**src/rtl/minesweeper_pkg.sv**
```systemverilog
// Shared constants for the minesweeper board: grid geometry, cursor start square,
// game condition encoding and the button index map used by the cursor front end.
package minesweeper_pkg;

    localparam int GRID_DIM = 16;
    localparam int ADDR_W   = 8;
    localparam int COORD_W  = 4;

    localparam logic [COORD_W-1:0] START_X = 4'd8;
    localparam logic [COORD_W-1:0] START_Y = 4'd8;

    typedef enum logic [1:0] {
        COND_PLAY = 2'b00,
        COND_WIN  = 2'b01,
        COND_LOSE = 2'b10
    } cond_e;

    // Button slots; directions come first so they can share the repeat-enable test.
    localparam int BTN_UP    = 0;
    localparam int BTN_DOWN  = 1;
    localparam int BTN_LEFT  = 2;
    localparam int BTN_RIGHT = 3;
    localparam int BTN_SEL   = 4;
    localparam int BTN_FLAG  = 5;
    localparam int NUM_DIR   = 4;
    localparam int NUM_BTNS  = 6;

    // One step along an axis; opposite requests cancel, 4-bit arithmetic wraps the board edge.
    function automatic logic [COORD_W-1:0] step_coord(input logic [COORD_W-1:0] c,
                                                      input logic inc,
                                                      input logic dec);
        logic [COORD_W-1:0] r;
        r = c;
        if (inc && !dec) r = c + COORD_W'(1);
        if (dec && !inc) r = c - COORD_W'(1);
        return r;
    endfunction

endpackage

```
**src/rtl/cursor_ctrl_btn_debounce.sv**
```systemverilog
// One raw button: 2-FF synchroniser, counter debouncer, press-edge event and,
// for direction buttons, a hold-to-repeat timer that restarts on every press.
module btn_debounce #(
    parameter int DEBOUNCE_CYCLES = 250000,
    parameter int REPEAT_DELAY    = 25000000,
    parameter int REPEAT_RATE     = 5000000,
    parameter bit REPEAT_EN       = 1'b0
) (
    input  logic clk,
    input  logic rst,
    input  logic btn,
    output logic press,
    output logic rpt
);
    localparam int DB_W   = $clog2(DEBOUNCE_CYCLES);
    localparam int RP_MAX = (REPEAT_DELAY > REPEAT_RATE) ? REPEAT_DELAY : REPEAT_RATE;
    localparam int RP_W   = $clog2(RP_MAX + 1);

    logic            sync_p0;
    logic            sync_p1;
    logic            stable;
    logic            stable_d;
    logic [DB_W-1:0] db_cnt;
    logic [RP_W-1:0] rpt_cnt;
    logic [RP_W-1:0] rpt_target;
    logic            rpt_first;

    // stage p0/p1: metastability guard for the asynchronous pin
    always_ff @(posedge clk) begin
        if (rst) begin
            sync_p0 <= 1'b0;
            sync_p1 <= 1'b0;
        end else begin
            sync_p0 <= btn;
            sync_p1 <= sync_p0;
        end
    end

    // stable follows the synchronised level only after it has disagreed for DEBOUNCE_CYCLES in a row
    always_ff @(posedge clk) begin
        if (rst) begin
            stable   <= 1'b0;
            stable_d <= 1'b0;
            db_cnt   <= '0;
        end else begin
            stable_d <= stable;
            if (sync_p1 == stable) begin
                db_cnt <= '0;
            end else if (db_cnt == DB_W'(DEBOUNCE_CYCLES - 1)) begin
                stable <= sync_p1;
                db_cnt <= '0;
            end else begin
                db_cnt <= db_cnt + DB_W'(1);
            end
        end
    end

    assign press      = stable & ~stable_d;
    assign rpt_target = rpt_first ? RP_W'(REPEAT_DELAY) : RP_W'(REPEAT_RATE);
    assign rpt        = REPEAT_EN && stable && !press && (rpt_cnt == rpt_target);

    // rpt_cnt holds the cycles elapsed since the press or the previous repeat
    always_ff @(posedge clk) begin
        if (rst || !REPEAT_EN || !stable) begin
            rpt_cnt   <= '0;
            rpt_first <= 1'b1;
        end else if (press || rpt) begin
            rpt_cnt   <= RP_W'(1);
            rpt_first <= press;
        end else begin
            rpt_cnt <= rpt_cnt + RP_W'(1);
        end
    end

endmodule

```
**src/rtl/cursor_ctrl.sv**
```systemverilog
// Board cursor front end: six debounced buttons drive a wrapping 16x16 cursor
// and one-cycle reveal/flag pulses for play_state.
module cursor_ctrl
    import minesweeper_pkg::*;
#(
    parameter int DEBOUNCE_CYCLES = 250000,
    parameter int REPEAT_DELAY    = 25000000,
    parameter int REPEAT_RATE     = 5000000
) (
    input  logic                clk,
    input  logic                rst,
    input  logic                enable,
    input  logic                btn_up,
    input  logic                btn_down,
    input  logic                btn_left,
    input  logic                btn_right,
    input  logic                btn_sel,
    input  logic                btn_flag,
    output logic [COORD_W-1:0]  cursor_x,
    output logic [COORD_W-1:0]  cursor_y,
    output logic [ADDR_W-1:0]   cursor_addr,
    output logic                sel_sqr,
    output logic                place_flag
);
    logic [NUM_BTNS-1:0] btn_raw;
    logic [NUM_BTNS-1:0] press;
    logic [NUM_BTNS-1:0] rpt;
    logic [NUM_BTNS-1:0] ev;
    logic                enable_d;
    logic                enable_rise;
    logic [COORD_W-1:0]  x_nxt;
    logic [COORD_W-1:0]  y_nxt;
    logic                sel_nxt;
    logic                flag_nxt;

    assign btn_raw = {btn_flag, btn_sel, btn_right, btn_left, btn_down, btn_up};

    for (genvar i = 0; i < NUM_BTNS; i++) begin : g_btn
        btn_debounce #(
            .DEBOUNCE_CYCLES (DEBOUNCE_CYCLES),
            .REPEAT_DELAY    (REPEAT_DELAY),
            .REPEAT_RATE     (REPEAT_RATE),
            .REPEAT_EN       (i < NUM_DIR)
        ) u_btn (
            .clk   (clk),
            .rst   (rst),
            .btn   (btn_raw[i]),
            .press (press[i]),
            .rpt   (rpt[i])
        );
    end

    assign ev          = press | rpt;
    assign enable_rise = enable & ~enable_d;

    always_comb begin
        x_nxt    = cursor_x;
        y_nxt    = cursor_y;
        sel_nxt  = 1'b0;
        flag_nxt = 1'b0;
        if (enable_rise) begin
            // entering play recentres and swallows whatever event lands on this cycle
            x_nxt = START_X;
            y_nxt = START_Y;
        end else if (enable) begin
            y_nxt    = step_coord(cursor_y, ev[BTN_DOWN], ev[BTN_UP]);
            x_nxt    = step_coord(cursor_x, ev[BTN_RIGHT], ev[BTN_LEFT]);
            sel_nxt  = ev[BTN_SEL];
            flag_nxt = ev[BTN_FLAG] & ~ev[BTN_SEL];
        end
    end

    // output stage: address and pulses share one edge so a pulse always sees the new square
    always_ff @(posedge clk) begin
        if (rst) begin
            cursor_x    <= START_X;
            cursor_y    <= START_Y;
            cursor_addr <= {START_Y, START_X};
            sel_sqr     <= 1'b0;
            place_flag  <= 1'b0;
            enable_d    <= 1'b0;
        end else begin
            cursor_x    <= x_nxt;
            cursor_y    <= y_nxt;
            cursor_addr <= {y_nxt, x_nxt};
            sel_sqr     <= sel_nxt;
            place_flag  <= flag_nxt;
            enable_d    <= enable;
        end
    end

endmodule

```
**config.mk**
```make
export PLATFORM = sky130hd
export DESIGN_NAME = cursor_ctrl
export DESIGN_NICKNAME = d
export VERILOG_FILES = /design/src/rtl/minesweeper_pkg.sv /design/src/rtl/cursor_ctrl_btn_debounce.sv /design/src/rtl/cursor_ctrl.sv
export SDC_FILE = /design/constraint.sdc
export NUM_CORES = 1
export LEC_CHECK = 0
export CAP_MARGIN = 5
export CORE_ASPECT_RATIO = 1.25
export CORE_UTILIZATION = 29
export CTS_CLUSTER_SIZE = 24
export DETAILED_ROUTE_END_ITERATION = 10
export GPL_TIMING_DRIVEN = 0
export PLACE_DENSITY = 0.47
export SKIP_LAST_GASP = 1
export SLEW_MARGIN = 15
export SYNTH_ARGS = -nofsm -noshare
export SYNTH_HDL_FRONTEND = slang
export SYNTH_SLANG_ARGS = --single-unit
```
**constraint.sdc**
```tcl
create_clock -name clk -period 4.13 [get_ports clk]
set_input_delay 0.413 -clock clk [delete_from_list [all_inputs] [get_ports clk]]
set_output_delay 0.413 -clock clk [all_outputs]
set_load 0.02 [all_outputs]
```
==> summary by stage, run 1 <==
Status
The run finished with clean final reports.

Route
The number of optimization iterations in the first detailed-route pass is 4. The final routed wirelength across all metal layers is 21.6 mm. Dividing the detail-routed wire length by the instance count gives 11.9 µm. The post-detailed-route count of antenna-violating nets is 0.

The detailed router finished its first iteration with 321 violations. The number of vias per cell after detailed routing is 4.50. The post-detailed-route DRC marker count is 0. The total vias in the final route is 8174.

Clock tree
The number of buffers between clock root and the deepest sink is 3. The TritonCTS clock tree is built. The clock buffer count from CTS is 28.

The CTS sink count is around 250. The number of setup buffers added after CTS is 0. The clock reaches the later pin of the worst-skew pair after 0.55 ns. Once the clock tree was built, the resizer swapped 0 gates to a different size. CTS built an H-tree with a depth of 1. The count of hold buffers inserted by post-cts repair is 0. The cell sitting at the root of the clock tree is a clkbuf_16. After clock tree synthesis, the clock-pin slew on the worst setup and hold paths is 0.06 ns.

Critical path
The worst setup path is captured at a flop. The type of origin of the critical path is a flop. In this run the critical register-to-register path is launched from g_btn[0].u_btn.rpt_cnt[14]. The critical path class is flop to flop. The setup check on the worst reg-to-reg path leaves a slack of 0.82 ns. The data required time of the worst path is 4.61 ns. Counting stages on the worst path, the most repeated cell is a21oi_1. The signal on the critical path passes through or4b_1 -> or4_1 -> a2111o_1 -> nand2_1 -> and2_1 -> ha_1 -> clkbuf_1 -> nor4b_1 -> a21oi_1 -> nor2_1 -> a21oi_1 -> o21ai_0. The worst-path cell with the longest stage delay is or4_1. The launching element of the worst setup path is g_btn[0].u_btn.rpt_cnt[14]. The maximum fanout along the worst path is 9. The critical path ends at cursor_y[3]. The destination of the worst register-to-register timing path is cursor_y[3]. The worst reg-to-reg path cell count is 12. The maximum cell stage delay along the critical path is 0.52 ns. The data arrival time of the critical path is 3.79 ns.

Worst hold path
The min-delay analysis places its worst path in the category flop to flop.

Finish
The total inserted antenna cells is 0. The synthesis-to-layout area growth is 17.4%. Of the cells placed in the final design, the portion with a size suffix greater than 1 is 4.81%. The filler cell count is 3782. The net count of the finished layout is 1342.

Yosys
Counting flops with an async set or reset pin after synthesis yields a share of 0%. The sequential share of the synthesized area is 45.4%. The number of different library cells in the post-synthesis netlist is 49. The post-synth design cell area is 10900 µm². The count of mapped cells out of synthesis is 1254. Among all flip-flop cells after synthesis, the most frequent one is dfxtp_1. Counting flops with a built-in enable in the synthesized netlist gives 0. The number of flip-flops and latches in the synthesized netlist is 247. In this run the mean area of a mapped cell was 8.68 µm². The number of nets produced by synthesis is 1286. Yosys printed 0 warnings.

STA
Setup repair after global routing left no endpoint under its margin. The final critical-path share of the clock period is 80.2%. The number of endpoints with negative hold slack in the final report is 0. The final total negative setup slack is 0 ns. On the final layout, the worst clock skew is 0.00945 ns. Measured against its own limit, the worst slew margin works out to 32.6%.

Derived from the worst setup path, the maximum achievable clock frequency is a little over 300 MHz. The smallest clock period supported by the final layout is computed as between 3 and 4 ns. The count of final max-slew check failures came to 0. The worst hold slack is 0.397 ns.

The number of setup violations in the final report is 0. The actual slew at the worst max-slew pin is 1.00 ns.

Floorplanning
The initialized floorplan defines between 70 and 80 standard-cell rows. The initial core utilization is 29.4%. Measured along the x axis, the die boundary spans 175 µm. The die outline height is approximately 220 µm. During I/O placement, the number of pins put on the boundary was 27. The die covers 38300 µm². After floorplanning, the core was sized to cover between 30000 and 40000 µm².

Global routing
The initial antenna violation count is 0. The total grt overflow is 0. Global routing consumed, over all layers together, a little under an eighth of the routing resources.

The maximum number of pins on one net before global-route repair is 14. The first-pass GRT wire length is ~38 mm. The number of global-route vias before repair is 8044.

Pwr
Summed over all cells, the static leakage comes to roughly 4.0 nW. The worst-case IR drop observed on VDD is approximately 220 µV. The cell area power density is 399 nW/µm².

Flow run
The tool flagged a number of max-cap violations equal to 0.

Placed design
The wire-length estimate of the detail-placed layout is 15.2 mm. The routability-driven placement congestion ratio is 0.747. Buffers placed on the I/O ports in this run total 26.
-- worst max-delay path: cells and delay by family (launching register included) --
family | cells | cell delay, ns
compound gates | 4 | 0.69
fa+ha+maj | 1 | 0.13
flops | 1 | 0.46
buf+inv | 1 | 0.32
simple gates | 6 | 1.64
-- how the worst min path moves through the flow --
| stage | from | endpoint | slack, ns | cells past startpoint |
|---|---|---|---|---|
| after floorplan | g_btn[3].u_btn.stable_d | g_btn[3].u_btn.rpt_first | 0.37 | 1 |
| after global placement | g_btn[3].u_btn.stable_d | g_btn[3].u_btn.rpt_first | 0.37 | 1 |
| after detailed placement | g_btn[3].u_btn.stable_d | g_btn[3].u_btn.rpt_first | 0.38 | 1 |
| after CTS | btn_flag | g_btn[5].u_btn.sync_p0 | 0.38 | 2 |
| after global routing | btn_left | g_btn[2].u_btn.sync_p0 | 0.40 | 2 |
| final | g_btn[3].u_btn.stable_d | g_btn[3].u_btn.rpt_first | 0.40 | 1 |
-- routing by layer --
layer,track usage [%],part of all wire [%]
met1,14.3,48
met2,20.5,47
met3,1.83,2.8
met4,4.17,2.2
met5,0,0
-- synth_stat cells, drive strengths merged (22+ instances only) --
cell	number	area, µm²
and3	24	150
clkbuf	25	93.8
dfxtp	247	4940
ha	23	288
inv	45	169
nand2	80	300
nand3	88	453
nand4	55	344
nor2	267	1000
nor2b	23	144
nor3	28	140
nor4	22	138
xnor2	90	788
xor2	105	920
-- sequential cells by signal (all words and copies together), names as in the netlist --
| signal | count |
|---|---|
| g_btn.u_btn.sync_p0 | 6 |
| g_btn.u_btn.db_cnt | 108 |
| enable_d | 1 |
| g_btn.u_btn.rpt_cnt | 100 |
| g_btn.u_btn.stable_d | 6 |
| cursor_y | 4 |
| g_btn.u_btn.rpt_first | 4 |
| cursor_addr | 1 |
| place_flag | 1 |
| cursor_x | 3 |
| sel_sqr | 1 |
| g_btn.u_btn.stable | 6 |
| g_btn.u_btn.sync_p1 | 6 |
-- cell usage in the layout, fill, tap and decap left out, types with 24 or more instances in the layout --
cell             count
nor2_1             267
dfxtp_1            247
xor2_1             105
xnor2_1             90
nand3_1             87
nand2_1             80
nand4_1             55
inv_1               45
clkbuf_1            30
clkbuf_16           29
nor3_1              28
clkdlybuf4s50_1     26
and3_1              24
-- through the flow --
| step | cells | setup slack [ns] | area [µm²] | power, mW | util (%) |
|---|---|---|---|---|---|
| floorplan | 1254 | 1.15 | 10900 | 2.47 | - |
| global placement | 1766 | 0.855 | 11800 | 2.49 | 31.7 |
| detailed placement | 1766 | 0.846 | 11800 | 2.49 | 31.8 |
| CTS | 1817 | 0.829 | 12800 | 5.21 | 34.5 |
| global route | 1817 | 0.491 | 12800 | 5.31 | 34.5 |
| finish | 1817 | 0.816 | 12800 | 5.10 | 34.5 |
-- cell families after synthesis --
| group | synth area share (%) |
|---|---|
| compound gates | 2.33 |
| xor+xnor | 15.7 |
| fa+ha+maj | 2.64 |
| buf+inv | 3.38 |
| flops | 45.4 |
| mux | 0.655 |
| simple gates | 29.9 |
-- final cells by class --
class                      instances  area (µm²)  area share (%)
buffer                            39         199            1.56
clock buffer                      38         800            6.26
clock inverter                    13         199            1.56
inverter                          45         169            1.32
multi-input combinational        923        5600            43.8
sequential                       247        4940            38.7
tap                              486         608            4.76
timing repair buffer              26         260            2.04
-- power by group --
| group | internal (mW) | switching (mW) | total (mW) |
|---|---|---|---|
| sequential | 2.39 | 0.00416 | 2.39 |
| clock | 1.66 | 1.01 | 2.67 |
| combinational | 0.0155 | 0.0212 | 0.0367 |
| total | 4.07 | 1.03 | 5.10 |
(Power assumes the default switching activity.)
==> run 2: changes to the inputs <==
==> constraint.sdc (replaced) <==
create_clock -name clk -period 3.2 [get_ports clk]
set_input_delay 0.32 -clock clk [delete_from_list [all_inputs] [get_ports clk]]
set_output_delay 0.32 -clock clk [all_outputs]
set_load 0.02 [all_outputs]
==> run 2 against run 1 <==
Effect of this change: wire length increased by 0.18%; hold slack got worse by 0.080 ns; worst setup slack got worse by 0.62 ns; sequential share of layout area decreased by 0.12 points; core utilization increased by 0.12 points; global-route usage unchanged; clock skew about the same; count of clock-buffer cells in the layout unchanged; cell count about the same; die area unchanged; power increased by 29%; non-clock buffer count increased by 1.
==> summary by stage, run 2 (synthesized netlist as in run 1, its figures left out) <==
Status
Result of the run: finished clean (unchanged).

Critical path
The data required time of the worst path came to 3.67 ns (was 4.61 ns). The maximum fanout along the worst path came to 9 (unchanged). The data arrival time of the critical path is 3.48 ns (was 3.79 ns). The worst reg-to-reg path cell count was 11 (was 12). The launching element of the worst setup path is g_btn[0].u_btn.rpt_cnt[2] (was g_btn[0].u_btn.rpt_cnt[14]).

The kind of capture point of the worst setup path is a flop (unchanged). The setup slack of the worst register-to-register path is 0.19 ns (was 0.82 ns). The critical path class was flop to flop (unchanged). The startpoint of the worst-slack reg-to-reg timing path is g_btn[0].u_btn.rpt_cnt[2] (was g_btn[0].u_btn.rpt_cnt[14]). The capture point of the critical path is cursor_y[3] (unchanged). The type of origin of the critical path is a flop (unchanged).

The destination of the worst register-to-register timing path is cursor_y[3] (unchanged).

STA
The actual slew at the worst max-slew pin is 1.00 ns (about the same). RSZ-0062 raised after global routing: yes (was no). The post-route clock skew is 0.00983 ns (was 0.00945 ns). The count of final max-slew check failures is 0 (unchanged). The number of setup violations in the final report is 0 (unchanged). The final critical-path share of the clock period is 94.0% (was 80.2%). The worst hold slack is 0.317 ns (was 0.397 ns). The timing-limited maximum frequency is 333 MHz (was 302 MHz).

The post-route minimum period came to 3.01 ns (was 3.31 ns). The tightest slew margin relative to the limit is 32.6% (about the same). The final total negative setup slack is 0 ns (unchanged). The setup slack after layout is 0.193 ns (was 0.816 ns). The number of endpoints with negative hold slack in the final report is 0 (unchanged).

Pwr
The switching power as a share of total power is 20.3% (about the same). The internal power consumption is 5.25 mW (was 4.07 mW). The leakage dissipation is 3.98 nW (was 3.96 nW). The maximum ir drop on the vdd rail was 283 µV (was 218 µV).

The combinational group share of total power is 0.7% (about the same). The part of the total power dissipated in sequential elements is 46.9% (about the same). The cell area power density is 514 nW/µm² (was 399 nW/µm²).

The part of the power in the clock network is 52.4% (about the same). The net switching power figure is 1.34 mW (was 1.03 mW).

Finish
The final standard cell utilization of the core came to 34.6% (was 34.5%). The final-stage net count was 1343 (was 1342). Registers with the most flip-flops: g_btn.u_btn.db_cnt x108, g_btn.u_btn.rpt_cnt x100 (unchanged). Commonest non-fill, non-tap cells in the layout: 267 x nor2_1, 245 x dfxtp_1, 105 x xor2_1 (was 267 x nor2_1, 247 x dfxtp_1, 105 x xor2_1). The synthesis-to-layout area growth is 17.8% (was 17.4%). The total inserted antenna cells is 0 (unchanged). The most frequent standard cell in the layout excluding fill and tap cells is nor2_1 (unchanged). The filler cell count was 3787 (was 3782). The largest register by flop count is g_btn.u_btn.db_cnt (unchanged).

The flip-flop count of the largest register after layout is 108 (unchanged). The number of cells in the finished layout apart from fillers came to 1818 (was 1817). The fraction of layout cells with a size suffix above 1 is 5.48% (was 4.81%).

Placed design
The post-detailed-placement half-perimeter wirelength is 15.2 mm (unchanged). The worst slack at placement is -0.0836 ns (was 0.846 ns). The cell total after placement came to 1766 (unchanged). The number of buffers added on ports is 26 (unchanged). The routability-driven placement congestion ratio is 0.747 (unchanged).

Route
The total vias in the final route is 8191 (was 8174). The post-detailed-route count of antenna-violating nets is 0 (unchanged). The post-detailed-route DRC marker count is 0 (unchanged). The number of vias per cell after detailed routing is 4.51 (was 4.50). The number of optimization iterations in the first detailed-route pass was 4 (unchanged).

The first-iteration detailed-routing DRC count is 328 (was 321). The average wire per cell in the routed design is 11.9 µm (about the same). The final routed wirelength across all metal layers is 21.6 mm (about the same).

Floorplanning
The count of boundary I/O pins is 27 (unchanged). The die footprint is 38300 µm² (unchanged). The die outline height is 219 µm (unchanged). The floorplan core area is 37100 µm² (unchanged). The cell row count is 79 (unchanged). The initial core utilization was 29.4% (unchanged). The horizontal die dimension is 175 µm (unchanged).

Clock tree
The clock-pin slew of the registers on the worst-case setup and hold paths came to 0.06 ns (about the same). The TritonCTS clock tree is built (unchanged). The CTS H-tree depth came to 1 (unchanged).

The clock tree root driver cell is clkbuf_16 (unchanged). The insertion delay to the later sink of the worst-skew pair is 0.55 ns (about the same). The count of hold buffers inserted by post-cts repair is 0 (unchanged). The number of buffers between clock root and the deepest sink came to 3 (unchanged).

The clock buffer count from CTS is 28 (unchanged). The CTS sink count is 247 (unchanged).

Global routing
The busiest layer in global routing is met2 (unchanged). The met3 global-route usage was 1.83% (unchanged). The total grt overflow is 0 (unchanged). The global routing usage on met2 is 20.5% (unchanged).

The overall routing resource usage is 11.6% (unchanged). The routing usage on met1 is 14.3% (unchanged). The maximum number of pins on one net before global-route repair came to 14 (unchanged). The first-pass GRT wire length is 37.8 mm (unchanged). The initial antenna violation count is 0 (unchanged). The number of global-route vias before repair is 8042 (was 8044).

Worst hold path
The start point of the worst min-delay path is btn_flag (was g_btn[3].u_btn.stable_d). The path type of the worst min-delay path is primary input to flop (was flop to flop).

Flow run
The max-cap violation count is 0 (unchanged).
run 2: cell count changes in the layout (fill, tap and decap cells not counted), sizes merged:
cell    previous run  this run
buf               14        16
clkbuf            63        62
run 2: area by class of cell:
class / instances / area [µm²] / share of cell area, %
plain buffers: 38 / 195 / 1.52
clock buffers: 38 / 800 / 6.23
clock inverters: 13 / 199 / 1.55
inverters: 45 / 169 / 1.32
multi-input cells: 923 / 5630 / 43.9
flip-flops and latches: 247 / 4950 / 38.6
well taps: 486 / 608 / 4.74
repair buffers: 28 / 275 / 2.15
run 2: routing by layer:
metal / share of wire, % / vias up
met5: 0 / -
met4: 2.2 / 0
met3: 2.9 / 31
met2: 47 / 69
met1: 48 / 3756
li1: - / 4335
run 2: power groups by stage:
stage	logic [mW]	registers (mW)	clock network, mW
finish	0.0474	3.09	3.45
CTS	0.0496	3.09	3.58
detailed placement	0.0494	3.16	0
floorplan	0.0268	3.16	0
global route	0.0546	3.09	3.70
global placement	0.0496	3.16	0
run 2: worst min path at each step:
stage / endpoint / cells past startpoint
floorplan: g_btn[3].u_btn.rpt_first / 1
global placement: g_btn[3].u_btn.rpt_first / 1
detailed placement: g_btn[3].u_btn.rpt_first / 1
CTS: g_btn[5].u_btn.sync_p0 / 2
global route: g_btn[2].u_btn.sync_p0 / 2
finish: g_btn[5].u_btn.sync_p0 / 2
run 2: repair_timing:
| item | CTS | global route |
|---|---|---|
| gates resized for setup | 0 | 8 |
| setup endpoints to repair | 3 | 5 |
| pin swaps | 0 | 2 |
| endpoints found under the hold margin | 0 | 0 |
| buffers inserted | 0 | 2 |
run 2: per-stage QoR:
stage | power, mW | area (µm²)
global placement | 3.21 | 11800
global route | 6.85 | 12800
finish | 6.59 | 12800
CTS | 6.72 | 12800
floorplan | 3.18 | 10900
detailed placement | 3.21 | 11800
run 2: critical path: stages (launching register included):
cell      delay (ns)
dfxtp_2         0.35
or4b_1          0.51
or4_1           0.52
a2111o_1        0.45
nand2_1         0.13
and2_1          0.20
ha_4            0.21
nor4b_2         0.20
a21oi_1         0.06
nor2_1          0.09
a21oi_1         0.04
o21ai_0         0.16
